`src/rtl/sram_arb_pkg.sv`:
```
// Shared widths, FSM states and response-tag type for the two-port SRAM arbiter.
package sram_arb_pkg;

    localparam int unsigned DEF_DATA_WIDTH = 32;
    localparam int unsigned DEF_ADDR_WIDTH = 9;
    localparam int unsigned NUM_REQ        = 2;

    typedef enum logic [0:0] {
        INIT = 1'b0,
        RUN  = 1'b1
    } state_e;

    // Read-tag travelling with an accepted read: which requester gets the data.
    typedef struct packed {
        logic valid;
        logic idx;
    } rsp_tag_t;

endpackage

```
`src/rtl/rr_pick2.sv`:
```
// Combinational 2-way round-robin picker; the caller owns the pointer register.
module rr_pick2
    import sram_arb_pkg::*;
(
    input  logic [NUM_REQ-1:0] valid,
    input  logic               last,
    output logic [NUM_REQ-1:0] grant
);

    // On a tie the requester not served last wins.
    always_comb begin
        grant = '0;
        if (valid == 2'b11) begin
            grant = last ? 2'b01 : 2'b10;
        end else begin
            grant = valid;
        end
    end

endmodule

```
`src/rtl/sram_rr_arbiter.sv`:
```
// Zero-fills a single-port SRAM macro after reset, then round-robins its port
// between two requesters and returns read data with fixed latency.
module sram_rr_arbiter
    import sram_arb_pkg::*;
#(
    parameter int unsigned DATA_WIDTH = DEF_DATA_WIDTH,
    parameter int unsigned ADDR_WIDTH = DEF_ADDR_WIDTH
) (
    input  logic                            clk0,
    input  logic                            reset,
    input  logic [NUM_REQ-1:0]              req_valid,
    output logic [NUM_REQ-1:0]              req_ready,
    input  logic [NUM_REQ-1:0]              req_we,
    input  logic [NUM_REQ*ADDR_WIDTH-1:0]   req_addr,
    input  logic [NUM_REQ*DATA_WIDTH-1:0]   req_wdata,
    input  logic [NUM_REQ*DATA_WIDTH-1:0]   req_wmask,
    output logic [NUM_REQ-1:0]              rsp_valid,
    output logic [DATA_WIDTH-1:0]           rsp_rdata,
    output logic                            init_done,
    output logic                            sram_csb0,
    output logic                            sram_web0,
    output logic [DATA_WIDTH-1:0]           sram_wmask0,
    output logic [ADDR_WIDTH-1:0]           sram_addr0,
    output logic [DATA_WIDTH-1:0]           sram_din0,
    input  logic [DATA_WIDTH-1:0]           sram_dout0
);

    state_e                  state;
    state_e                  state_nxt;
    logic [ADDR_WIDTH-1:0]   fill_cnt;
    logic                    fill_last;
    logic                    last;
    logic [NUM_REQ-1:0]      pick;
    logic                    sel;
    rsp_tag_t                issue_tag;

    assign fill_last = (fill_cnt == {ADDR_WIDTH{1'b1}});
    assign sel       = pick[1];

    rr_pick2 u_pick (
        .valid (req_valid),
        .last  (last),
        .grant (pick)
    );

    always_comb begin
        state_nxt = state;
        if ((state == INIT) && fill_last) begin
            state_nxt = RUN;
        end
    end

    // Grant and macro drive; the port idles while reset is high or nothing is granted.
    always_comb begin
        req_ready   = '0;
        sram_csb0   = 1'b1;
        sram_web0   = 1'b1;
        sram_wmask0 = '0;
        sram_addr0  = '0;
        sram_din0   = '0;
        if (!reset) begin
            if (state == INIT) begin
                sram_csb0   = 1'b0;
                sram_web0   = 1'b0;
                sram_wmask0 = '1;
                sram_addr0  = fill_cnt;
            end else begin
                req_ready = pick;
                if (|pick) begin
                    sram_csb0   = 1'b0;
                    sram_web0   = ~req_we[sel];
                    sram_addr0  = sel ? req_addr[2*ADDR_WIDTH-1:ADDR_WIDTH]
                                      : req_addr[ADDR_WIDTH-1:0];
                    sram_din0   = sel ? req_wdata[2*DATA_WIDTH-1:DATA_WIDTH]
                                      : req_wdata[DATA_WIDTH-1:0];
                    sram_wmask0 = sel ? req_wmask[2*DATA_WIDTH-1:DATA_WIDTH]
                                      : req_wmask[DATA_WIDTH-1:0];
                end
            end
        end
    end

    always_ff @(posedge clk0) begin
        if (reset) begin
            state     <= INIT;
            fill_cnt  <= '0;
            last      <= 1'b1;
            init_done <= 1'b0;
            issue_tag <= '0;
            rsp_valid <= '0;
        end else begin
            state <= state_nxt;
            if (state == INIT) begin
                fill_cnt <= fill_cnt + ADDR_WIDTH'(1);
            end
            if ((state == INIT) && fill_last) begin
                init_done <= 1'b1;
            end
            if (|req_ready) begin
                last <= req_ready[1];
            end
            issue_tag.valid <= |(req_ready & ~req_we);
            issue_tag.idx   <= req_ready[1];
            rsp_valid       <= issue_tag.valid ? (issue_tag.idx ? 2'b10 : 2'b01) : 2'b00;
        end
    end

    // Macro output settles after the issue edge; sample it mid-cycle.
    always_ff @(negedge clk0) begin
        if (reset) begin
            rsp_rdata <= '0;
        end else if (issue_tag.valid) begin
            rsp_rdata <= sram_dout0;
        end
    end

endmodule

```
`config.mk`:
```
export PLATFORM = sky130hd
export DESIGN_NAME = sram_rr_arbiter
export DESIGN_NICKNAME = d
export VERILOG_FILES = /design/src/rtl/sram_arb_pkg.sv /design/src/rtl/rr_pick2.sv /design/src/rtl/sram_rr_arbiter.sv
export SDC_FILE = /design/constraint.sdc
export NUM_CORES = 1
export LEC_CHECK = 0
export CAP_MARGIN = 25
export CORE_AREA = 2 2 116 118
export DETAILED_ROUTE_END_ITERATION = 10
export DIE_AREA = 0 0 118 120
export GPL_ROUTABILITY_DRIVEN = 0
export HOLD_SLACK_MARGIN = 0.06
export PLACE_DENSITY_LB_ADDON = 0.25
export RECOVER_POWER = 100
export REMOVE_ABC_BUFFERS = 1
export SLEW_MARGIN = 15
export SYNTH_ARGS = -nofsm -noshare
export SYNTH_HDL_FRONTEND = slang
export SYNTH_SLANG_ARGS = --single-unit
```
`constraint.sdc`:
```
create_clock -name clk0 -period 1.3 [get_ports clk0]
set_input_delay 0.13 -clock clk0 [delete_from_list [all_inputs] [get_ports clk0]]
set_output_delay 0.13 -clock clk0 [all_outputs]
set_load 0.01 [all_outputs]
```
==> results_dict.tcl, run 1 <==
set metrics [dict create \
    status "complete, but fails checks" \
    cts_sinks 47 \
    initial_core_util_pct 23.3 \
    synth_most_common_cell "nand2_1" \
    portBuffers 295 \
    synth_top_area_share_pct 31.1 \
    dpl.hpwl_mm 12.3 \
    muxShareOfSynthArea_pct 12.9 \
    postCtsHoldBufs 0 \
    ys_types 41 \
    syn-cell-area_um2 3020 \
    grt_pass1_vias 4612 \
    cts_tree "done" \
    rsz0062_at_grt "yes" \
    drv_cap 0 \
    cp-end-kind "primary output" \
    cts_buffer_depth 2 \
    clkLatencyLatePin_ns 0.37 \
    grt_max_degree 37 \
    critPathKind "reg2out" \
    routed_via_density 4.86 \
    cts.clk_slew.worst_paths_ns 0.07 \
    synth_seq_area_share_pct 31.1 \
    cp.arrival_ns 1.78 \
    vdd_ir_drop_max_mv 0.630 \
    die_x_um 118 \
    synth-seq-cells 47 \
    setup_slack_ns -0.614 \
    fin_crit_ns 1.91 \
    synth_ff_type "dfxtp_1" \
    relSlewSlack_pct 58.8 \
    synth_common_cells "nand2_1 (70), nor2_1 (50), dfxtp_1 (47)" \
    drive_gt1_share_pct 45.0 \
    nets 926 \
    final_hold_viol_count 0 \
    synth_cells 361 \
    powerDensity_nw_per_um2 619 \
    antenna_found_initial 2 \
    post-route-period-util_pct 147 \
    grt_pass1_wl_mm 26.8 \
    tightest_slew_ns 0.615 \
    wire_per_inst_um 19.6 \
    antenna_violating_nets_post_route 0 \
    grt_overflow_total 0 \
    dr.pass1.iters 5 \
    crit_path_start "last" \
    power_leakage_nw 3.21 \
    finalSetupTns_ns -63.41 \
    diodes 0 \
    startpoint_type "register" \
    std_cell_rows 42 \
    synth_compound_area_share_pct 25.8 \
    vias 4453 \
    violations "negative setup slack" \
    synthTopCellsByArea "dfxtp_1 (31%), mux2i_1 (13%), a221o_1 (11%)" \
    drt-total-wl_mm 17.9 \
    setup_viol 146 \
    synth_simple_gate_area_share_pct 20.6 \
    crit_path_max_fanout 5 \
    areaGrowthSynthToFinish_pct 146 \
    drt_iter0_drc 231 \
    clock_skew_ns 0.0862 \
    io_pins 296 \
    dieArea_um2 14200 \
    root_buffer "clkbuf_16" \
    die_h_um 120 \
    required_ns 1.17 \
    max_clock_freq_mhz 523 \
    synth.avg_cell_area_um2 8.37 \
    drc 0 \
    slew_viol_final 0 \
    globalRouteTotalUtil_pct 24.2 \
    synth-xor-area-share_pct 1.16 \
    hp-class "reg2reg" \
    synthArstFlopShare_pct 0 \
    synthAdderAreaFrac_pct 0.828 \
    cts_made_buffers 5 \
    synth_top_family_by_area "compound AO/OA/AOI/OAI gates" \
    place_inst 833 \
    yosys_warnings 0 \
    htreeDepth 2 \
    min_from "issue_tag[0]" \
    synth-edff-count 0 \
    r2r-start "issue_tag[1]" \
    final_cell_count_no_fill 916 \
    core_area_um2 13000 \
    yosysTopAreaCell "dfxtp_1" \
]
[power breakdown]
group          internal [mW]  switching, mW  leakage [nW]
registers               1.45        0.00507         0.398
clock network          0.849          0.861         0.241
logic                  0.889          0.538          2.57
[layout make-up]
type	count	area, um^2
Clock buffer	5	125
Fill cell	1159	5560
Multi-Input combinational cell	277	2190
Tap cell	176	220
Inverter	1	3.75
Sequential cell	47	992
Timing Repair Buffer	376	3760
Clock inverter	34	138
[placed cells by master, fill, tap and decap left out, types with 2 or more instances in the layout]
| cell type | n |
|---|---|
| buf_16 | 11 |
| o21ai_1 | 6 |
| nor2b_4 | 3 |
| a21oi_2 | 32 |
| nor2_1 | 47 |
| mux2i_2 | 6 |
| nand2_1 | 42 |
| buf_4 | 34 |
| a211oi_2 | 4 |
| clkdlybuf4s50_1 | 181 |
| a21oi_1 | 3 |
| buf_8 | 8 |
| buf_6 | 51 |
| buf_2 | 73 |
| xor2_1 | 3 |
| inv_1 | 32 |
| mux2i_4 | 2 |
| clkbuf_16 | 5 |
| dlygate4sd2_1 | 4 |
| a221o_1 | 32 |
| nand2_4 | 8 |
| a32oi_2 | 5 |
| dfxtp_2 | 38 |
| buf_12 | 13 |
| nor2_4 | 2 |
| or3_1 | 2 |
| inv_6 | 2 |
| nor2_2 | 3 |
| nor3_4 | 2 |
| a21o_1 | 2 |
| nand2_2 | 20 |
| dfxtp_1 | 8 |
| mux2i_1 | 31 |
[critical path, stage by stage (launching register included)]
cell and delay, ns:
dfxtp_2 0.32, buf_6 0.11, buf_12 0.11, a21boi_4 0.18
buf_6 0.16, buf_12 0.12, buf_16 0.12, nand2_4 0.05
a21oi_2 0.15, buf_2 0.17
[final timing paths]
check             cells past startpoint  slack (ns)       endpoint
setup / recovery                      9       -0.61  sram_din0[27]
hold / removal                        1        0.42   rsp_valid[0]
setup reg to reg                      4       -0.49  rsp_rdata[26]
hold reg to reg                       1        0.42   rsp_valid[0]
[flip-flops by register name, summed over array words and instances, names as in the netlist]
name,flops
last,1
state,1
issue_tag,2
rsp_valid,2
fill_cnt,9
rsp_rdata,32
[through the flow]
| stage | hold WS, ns | power (mW) | area, um^2 | worst slack (ns) | util [%] |
|---|---|---|---|---|---|
| global route | 0.441 | 4.92 | 7420 | -0.658 | 57.2 |
| finish | 0.425 | 4.60 | 7420 | -0.614 | 57.2 |
| floorplan | 0.199 | 1.94 | 2800 | -1.07 | - |
| detailed placement | 0.403 | 2.85 | 6330 | -1.28 | 48.8 |
| CTS | 0.422 | 4.66 | 7320 | -0.575 | 56.4 |
| global placement | 0.398 | 2.84 | 6330 | -1.20 | 48.8 |
[kinds of logic after synthesis]
family                   Yosys count
AO/OA/AOI/OAI                     91
XOR/XNOR                           4
adder cells (fa/ha/maj)            2
buffers and inverters             38
flip-flops                        47
multiplexers                      39
AND/OR/NAND/NOR                  140
[what timing repair did]
| item | 4_1_cts | 5_1_grt |
|---|---|---|
| setup buffers | 30 | 7 |
| gates cloned | 14 | 0 |
| pin swaps | 35 | 27 |
| endpoints found under the setup margin | 150 | 152 |
| gates resized for setup | 613 | 41 |
[metal layers]
metal	GRT usage, %	wire length (um)	up-vias
met3	7.98	1610	32
met4	8.21	448	4
li1	-	-	2053
met5	0	27	-
met2	41.2	8830	242
met1	28.5	7020	2122
Note: power is estimated with default switching activity, not from simulation.
==> run 2, diff against run 1 <==
--- a/config.mk
+++ b/config.mk
@@ -11,7 +11,7 @@
 export DIE_AREA = 0 0 118 120
 export GPL_ROUTABILITY_DRIVEN = 0
 export HOLD_SLACK_MARGIN = 0.06
-export PLACE_DENSITY_LB_ADDON = 0.25
+export PLACE_DENSITY_LB_ADDON = 0.3
 export RECOVER_POWER = 100
 export REMOVE_ABC_BUFFERS = 1
 export SLEW_MARGIN = 15
==> run 2 against run 1 <==
The flow still finishes with violations (negative setup slack). Sequential share of layout area grew 0.30 points. Fmax grew 3.2%. Setup slack improved by 0.059 ns. Power fell by 0.73%. Worst hold slack gained 0.0075 ns. Flip-flop and latch count did not move.
==> results_dict.tcl, run 2 (synthesized netlist as in run 1, its figures left out) <==
set metrics [dict create \
    reg2reg_to "rsp_rdata[24]" \
    diodes 0 \
    die_h_um 120 \
    critPathKind "reg2out" \
    grt_pass1_wl_mm 25.7 \
    slowest_delay_ns 0.32 \
    clkPwrFrac_pct 39.9 \
    worst_path_max_delay_cell "dfxtp_2" \
    nets 925 \
    drt-total-wl_mm 17.4 \
    final_hold_viol_count 0 \
    fin_area_um2 7290 \
    largest_register_ffs 32 \
    drive_gt1_share_pct 40.3 \
    dr.pass1.iters 7 \
    initial_core_util_pct 23.3 \
    grt_pass1_vias 4372 \
    grt_max_degree 37 \
    clock_skew_ns 0.0888 \
    globalRouteTotalUtil_pct 23.1 \
    rsz0062_at_grt "yes" \
    std_cell_rows 42 \
    tightest_slew_ns 0.645 \
    startpoint_type "register" \
    cp.arrival_ns 1.72 \
    power_mw 4.56 \
    path_buf_inv 5 \
    layout_common_cells "clkdlybuf4s50_1 (180), nand2_1 (62), buf_6 (62)" \
    r2r_setup_slack_ns -0.30 \
    core_area_um2 13000 \
    worstPathCellList "buf_6 > a21boi_4 > buf_6 > buf_6 > clkbuf_16 > nand2_4 > a21oi_2 > buf_2" \
    grt_overflow_total 0 \
    cp-end-kind "primary output" \
    p_sw_share_pct 30.5 \
    slew_viol_final 0 \
    root_buffer "clkbuf_16" \
    post-route-period-util_pct 143 \
    cts_sinks 47 \
    routed_via_density 4.79 \
    dpl_cell_area_um2 6290 \
    io_pins 296 \
    power_leakage_nw 3.13 \
    cts.clk_slew.worst_paths_ns 0.07 \
    portBuffers 295 \
    top_regs "rsp_rdata x32, fill_cnt x9" \
    setup_slack_ns -0.554 \
    path_common_cell "buf_6" \
    areaGrowthSynthToFinish_pct 141 \
    drc 0 \
    fin_crit_ns 1.85 \
    required_ns 1.17 \
    drt_iter0_drc 159 \
    p_sw_mw 1.39 \
    final_util_pct 56.2 \
    hold_end "rsp_valid[0]" \
    path_delay_family "buffers and inverters" \
    hold_depth 1 \
    r2r-start "issue_tag[1]" \
    pwr-share-seq_pct 32.0 \
    hold_slack_ns 0.432 \
    cts_tree "done" \
    cts_buffer_depth 2 \
    vias 4385 \
    min_from "issue_tag[0]" \
    drv_cap 0 \
    r2r_cells 4 \
    vdd_ir_drop_max_mv 0.816 \
    clkLatencyLatePin_ns 0.37 \
    die_x_um 118 \
    antenna_found_initial 2 \
    crit_path_max_fanout 8 \
    htreeDepth 2 \
    setup_viol 146 \
    final_common_cell "clkdlybuf4s50_1" \
    max_clock_freq_mhz 539 \
    dpl.hpwl_mm 12.2 \
    hp-class "reg2reg" \
    antenna_violating_nets_post_route 0 \
    intPower_mw 3.17 \
    status "complete, but fails checks" \
    pwr-share-comb_pct 28.1 \
    violations "negative setup slack" \
    regMostFlops "rsp_rdata" \
    relSlewSlack_pct 56.8 \
    powerDensity_nw_per_um2 626 \
    dieArea_um2 14200 \
    wire_per_inst_um 19.0 \
    cts_made_buffers 5 \
]
[run 2: metrics by stage]
stage	worst slack (ns)	instances	TNS, ns
detailed placement	-1.32	831	-117.82
CTS	-0.587	904	-56.08
floorplan	-1.07	325	-94.41
global placement	-1.23	831	-114.25
finish	-0.554	916	-55.76
global route	-0.644	916	-64.37
[run 2: worst max-delay path by stage]
stage,depth (start not counted),slack (ns),endpoint,from
after floorplan,2,-1.07,rsp_rdata[0],issue_tag[1]
after global placement,5,-1.23,sram_wmask0[2],req_valid[0]
after detailed placement,5,-1.32,sram_wmask0[3],req_valid[0]
after CTS,8,-0.59,sram_wmask0[19],last
after global routing,7,-0.64,sram_addr0[6],last
final,8,-0.55,sram_din0[24],last
[run 2: power groups by stage]
stage          Combinational, mW  Clock [mW]  Sequential, mW
2_1_floorplan              0.294       0.155            1.49
3_3_place_gp                1.18       0.155            1.49
3_5_place_dp                1.19       0.155            1.49
4_1_cts                     1.23        1.88            1.46
5_1_grt                     1.35        2.05            1.46
6_report                    1.28        1.82            1.46
[run 2: cell type report]
cell class,count,area [um^2]
Tap cell,176,220
Clock inverter,34,140
Inverter,1,3.75
Sequential cell,47,997
Fill cell,1165,5690
Multi-Input combinational cell,277,2060
Clock buffer,6,139
Timing Repair Buffer,375,3730
[run 2: repair_timing]
action / in CTS / in global routing
setup endpoints to repair: 148 / 149
resized for setup: 547 / 55
pin swaps: 25 / 40
setup buffers: 23 / 20
cloned: 11 / 1
hold buffers: 0 / 0
[run 2: per-layer routing]
layer / up-vias / GRT usage [%] / wire length (um)
met5: - / 0 / 11
met4: 2 / 6.10 / 300
li1: 2043 / - / -
met2: 228 / 38.8 / 8490
met1: 2088 / 27.8 / 6770
met3: 24 / 8.41 / 1800
==> run 3, diff against run 2 <==
==> constraint.sdc (replaced) <==
create_clock -name clk0 -period 1.3 [get_ports clk0]
set_input_delay 0.13 -clock clk0 [delete_from_list [all_inputs] [get_ports clk0]]
set_output_delay 0.13 -clock clk0 [all_outputs]
set_load 0.02 [all_outputs]
==> run 3 against run 2 <==
The flow still finishes with violations (negative setup slack). Utilization increased by 2.1 points. Final cell count fell by 1.5%. Clock power down 2%. First-iteration DRC count increased by 30%. Combinational power up 22%. Sequential share of layout area down 0.54 points. Clock skew rose by 0.0068 ns. Critical path type unchanged. Largest power group unchanged.
==> results_dict.tcl, run 3 (synthesized netlist as in run 1, its figures left out) <==
set metrics [dict create \
    clock_skew_ns 0.0955 \
    post-route-period-util_pct 142 \
    path_buf_inv 3 \
    globalRouteTotalUtil_pct 22.5 \
    min_from "issue_tag[0]" \
    dieArea_um2 14200 \
    r2r_cells 3 \
    routed_via_density 4.82 \
    crit_path_end "sram_wmask0[16]" \
    cts.clk_slew.worst_paths_ns 0.07 \
    relSlewSlack_pct 70.8 \
    antenna_found_initial 1 \
    regMostFlops "rsp_rdata" \
    drive_gt1_share_pct 42.6 \
    r2r_setup_slack_ns -0.29 \
    violations "negative setup slack" \
    slew_viol_final 0 \
    r2r-start "issue_tag[1]" \
    vdd_ir_drop_max_mv 0.440 \
    hp-class "reg2reg" \
    dp_slack_ns -1.38 \
    setup_viol 146 \
    powerDensity_nw_per_um2 634 \
    htreeDepth 2 \
    n_fill_cell 1102 \
    postCtsHoldBufs 0 \
    dpl.hpwl_mm 12.2 \
    dpl_cell_area_um2 6300 \
    antenna_violating_nets_post_route 0 \
    std_cell_rows 42 \
    max_clock_freq_mhz 542 \
    cp_num_cells 6 \
    tightest_slew_ns 0.436 \
    initial_core_util_pct 23.3 \
    multi_input_area_um2 2220 \
    grt_max_degree 38 \
    required_ns 1.17 \
    areaGrowthSynthToFinish_pct 151 \
    worstPathCellList "buf_4 > nor2b_4 > nor3_4 > buf_12 > a221o_1 > buf_2" \
    portBuffers 295 \
    root_buffer "clkbuf_16" \
    cp-end-kind "primary output" \
    ff_latch_area_um2 995 \
    die_x_um 118 \
    core_area_um2 13000 \
    drt_iter0_drc 206 \
    io_pins 296 \
    wire_per_inst_um 20.0 \
    drv_cap 0 \
    vias 4352 \
    cts_buffer_depth 2 \
    grt_pass1_vias 4287 \
    clkLatencyLatePin_ns 0.38 \
    path_delay_family "buffers and inverters" \
    grt_pass1_wl_mm 25.0 \
    dr.pass1.iters 4 \
    top_regs "rsp_rdata x32, fill_cnt x9" \
    critPathKind "reg2out" \
    setup_slack_ns -0.545 \
    drc 0 \
    power_leakage_nw 3.29 \
    fin_crit_ns 1.85 \
    cts_tree "done" \
    cts_sinks 47 \
    die_h_um 120 \
    cp.arrival_ns 1.72 \
    grt_overflow_total 0 \
    final_hold_viol_count 0 \
    layout_common_cells "clkdlybuf4s50_1 (180), buf_6 (94), nor2_1 (47)" \
    final_common_cell "clkdlybuf4s50_1" \
    nets 911 \
    crit_path_start "last" \
    reg2reg_to "rsp_rdata[13]" \
    crit_path_max_fanout 16 \
    largest_register_ffs 32 \
    cts_made_buffers 5 \
    startpoint_type "register" \
    worst_path_max_delay_cell "dfxtp_4" \
    slowest_delay_ns 0.35 \
    status "complete, but fails checks" \
    fin_area_um2 7570 \
    diodes 0 \
    drt-total-wl_mm 18.0 \
    rsz0062_at_grt "yes" \
]
[run 3: changes by cell type in the layout (fill, tap and decap cells not counted), moves of 5 or more]
| cell | delta |
|---|---|
| buf_2 | -33 |
| buf_4 | +5 |
| buf_6 | +32 |
| clkdlybuf4s15_2 | -15 |
| dlygate4sd2_1 | -7 |
| nand2_1 | -18 |
| nand2_4 | +17 |
[run 3: area by class of cell]
| type | instances | share of cell area [%] |
|---|---|---|
| Clock buffer | 5 | 1.65 |
| Clock inverter | 35 | 2.00 |
| Inverter | 1 | 0.0496 |
| Multi-Input combinational cell | 277 | 29.4 |
| Sequential cell | 47 | 13.1 |
| Tap cell | 176 | 2.91 |
| Timing Repair Buffer | 361 | 50.9 |
[run 3: what timing repair did]
item,in CTS,in global routing
buffers inserted,12,10
pin swaps,30,63
endpoints found under the setup margin,149,150
gates cloned,7,7
gates resized for setup,548,223
[run 3: routing by layer]
metal	vias to the layer above	GRT usage [%]	routed length [um]
met4	2	7.98	480
met2	245	36.3	8580
met5	-	0	13
li1	2022	-	-
met3	38	8.84	1830
met1	2045	27.2	7140
[run 3: worst min-delay path by stage]
stage | cells after the start | end | slack [ns]
after floorplan | 1 | fill_cnt[5] | 0.20
after global placement | 1 | rsp_valid[0] | 0.41
after detailed placement | 1 | rsp_valid[0] | 0.42
after CTS | 1 | rsp_valid[0] | 0.43
after global routing | 1 | rsp_valid[0] | 0.48
final | 1 | rsp_valid[0] | 0.43
[run 3: metrics by stage]
step | power [mW] | setup TNS (ns) | std cells | hold WS [ns] | utilization, %
after floorplan | 2.01 | -104.00 | 325 | 0.199 | -
after global placement | 2.89 | -124.66 | 829 | 0.406 | 48.5
after detailed placement | 2.90 | -125.87 | 829 | 0.422 | 48.5
after CTS | 4.70 | -61.49 | 887 | 0.428 | 53.1
after global routing | 5.10 | -67.03 | 902 | 0.482 | 58.3
final | 4.80 | -59.16 | 902 | 0.432 | 58.3
[run 3: worst reg2reg max path, delay by kind of cell, from the launching register on]
family                 cells  cell delay [ns]
AND/OR/NAND/NOR            1             0.07
buffers and inverters      1             0.19
multiplexers               1             0.19
flip-flops                 1             0.45
[run 3: report_power, final]
part	switching, mW	leakage (nW)	internal [mW]
Clock	0.914	0.248	0.870
Combinational	0.623	2.64	0.935
Sequential	0.00892	0.398	1.45
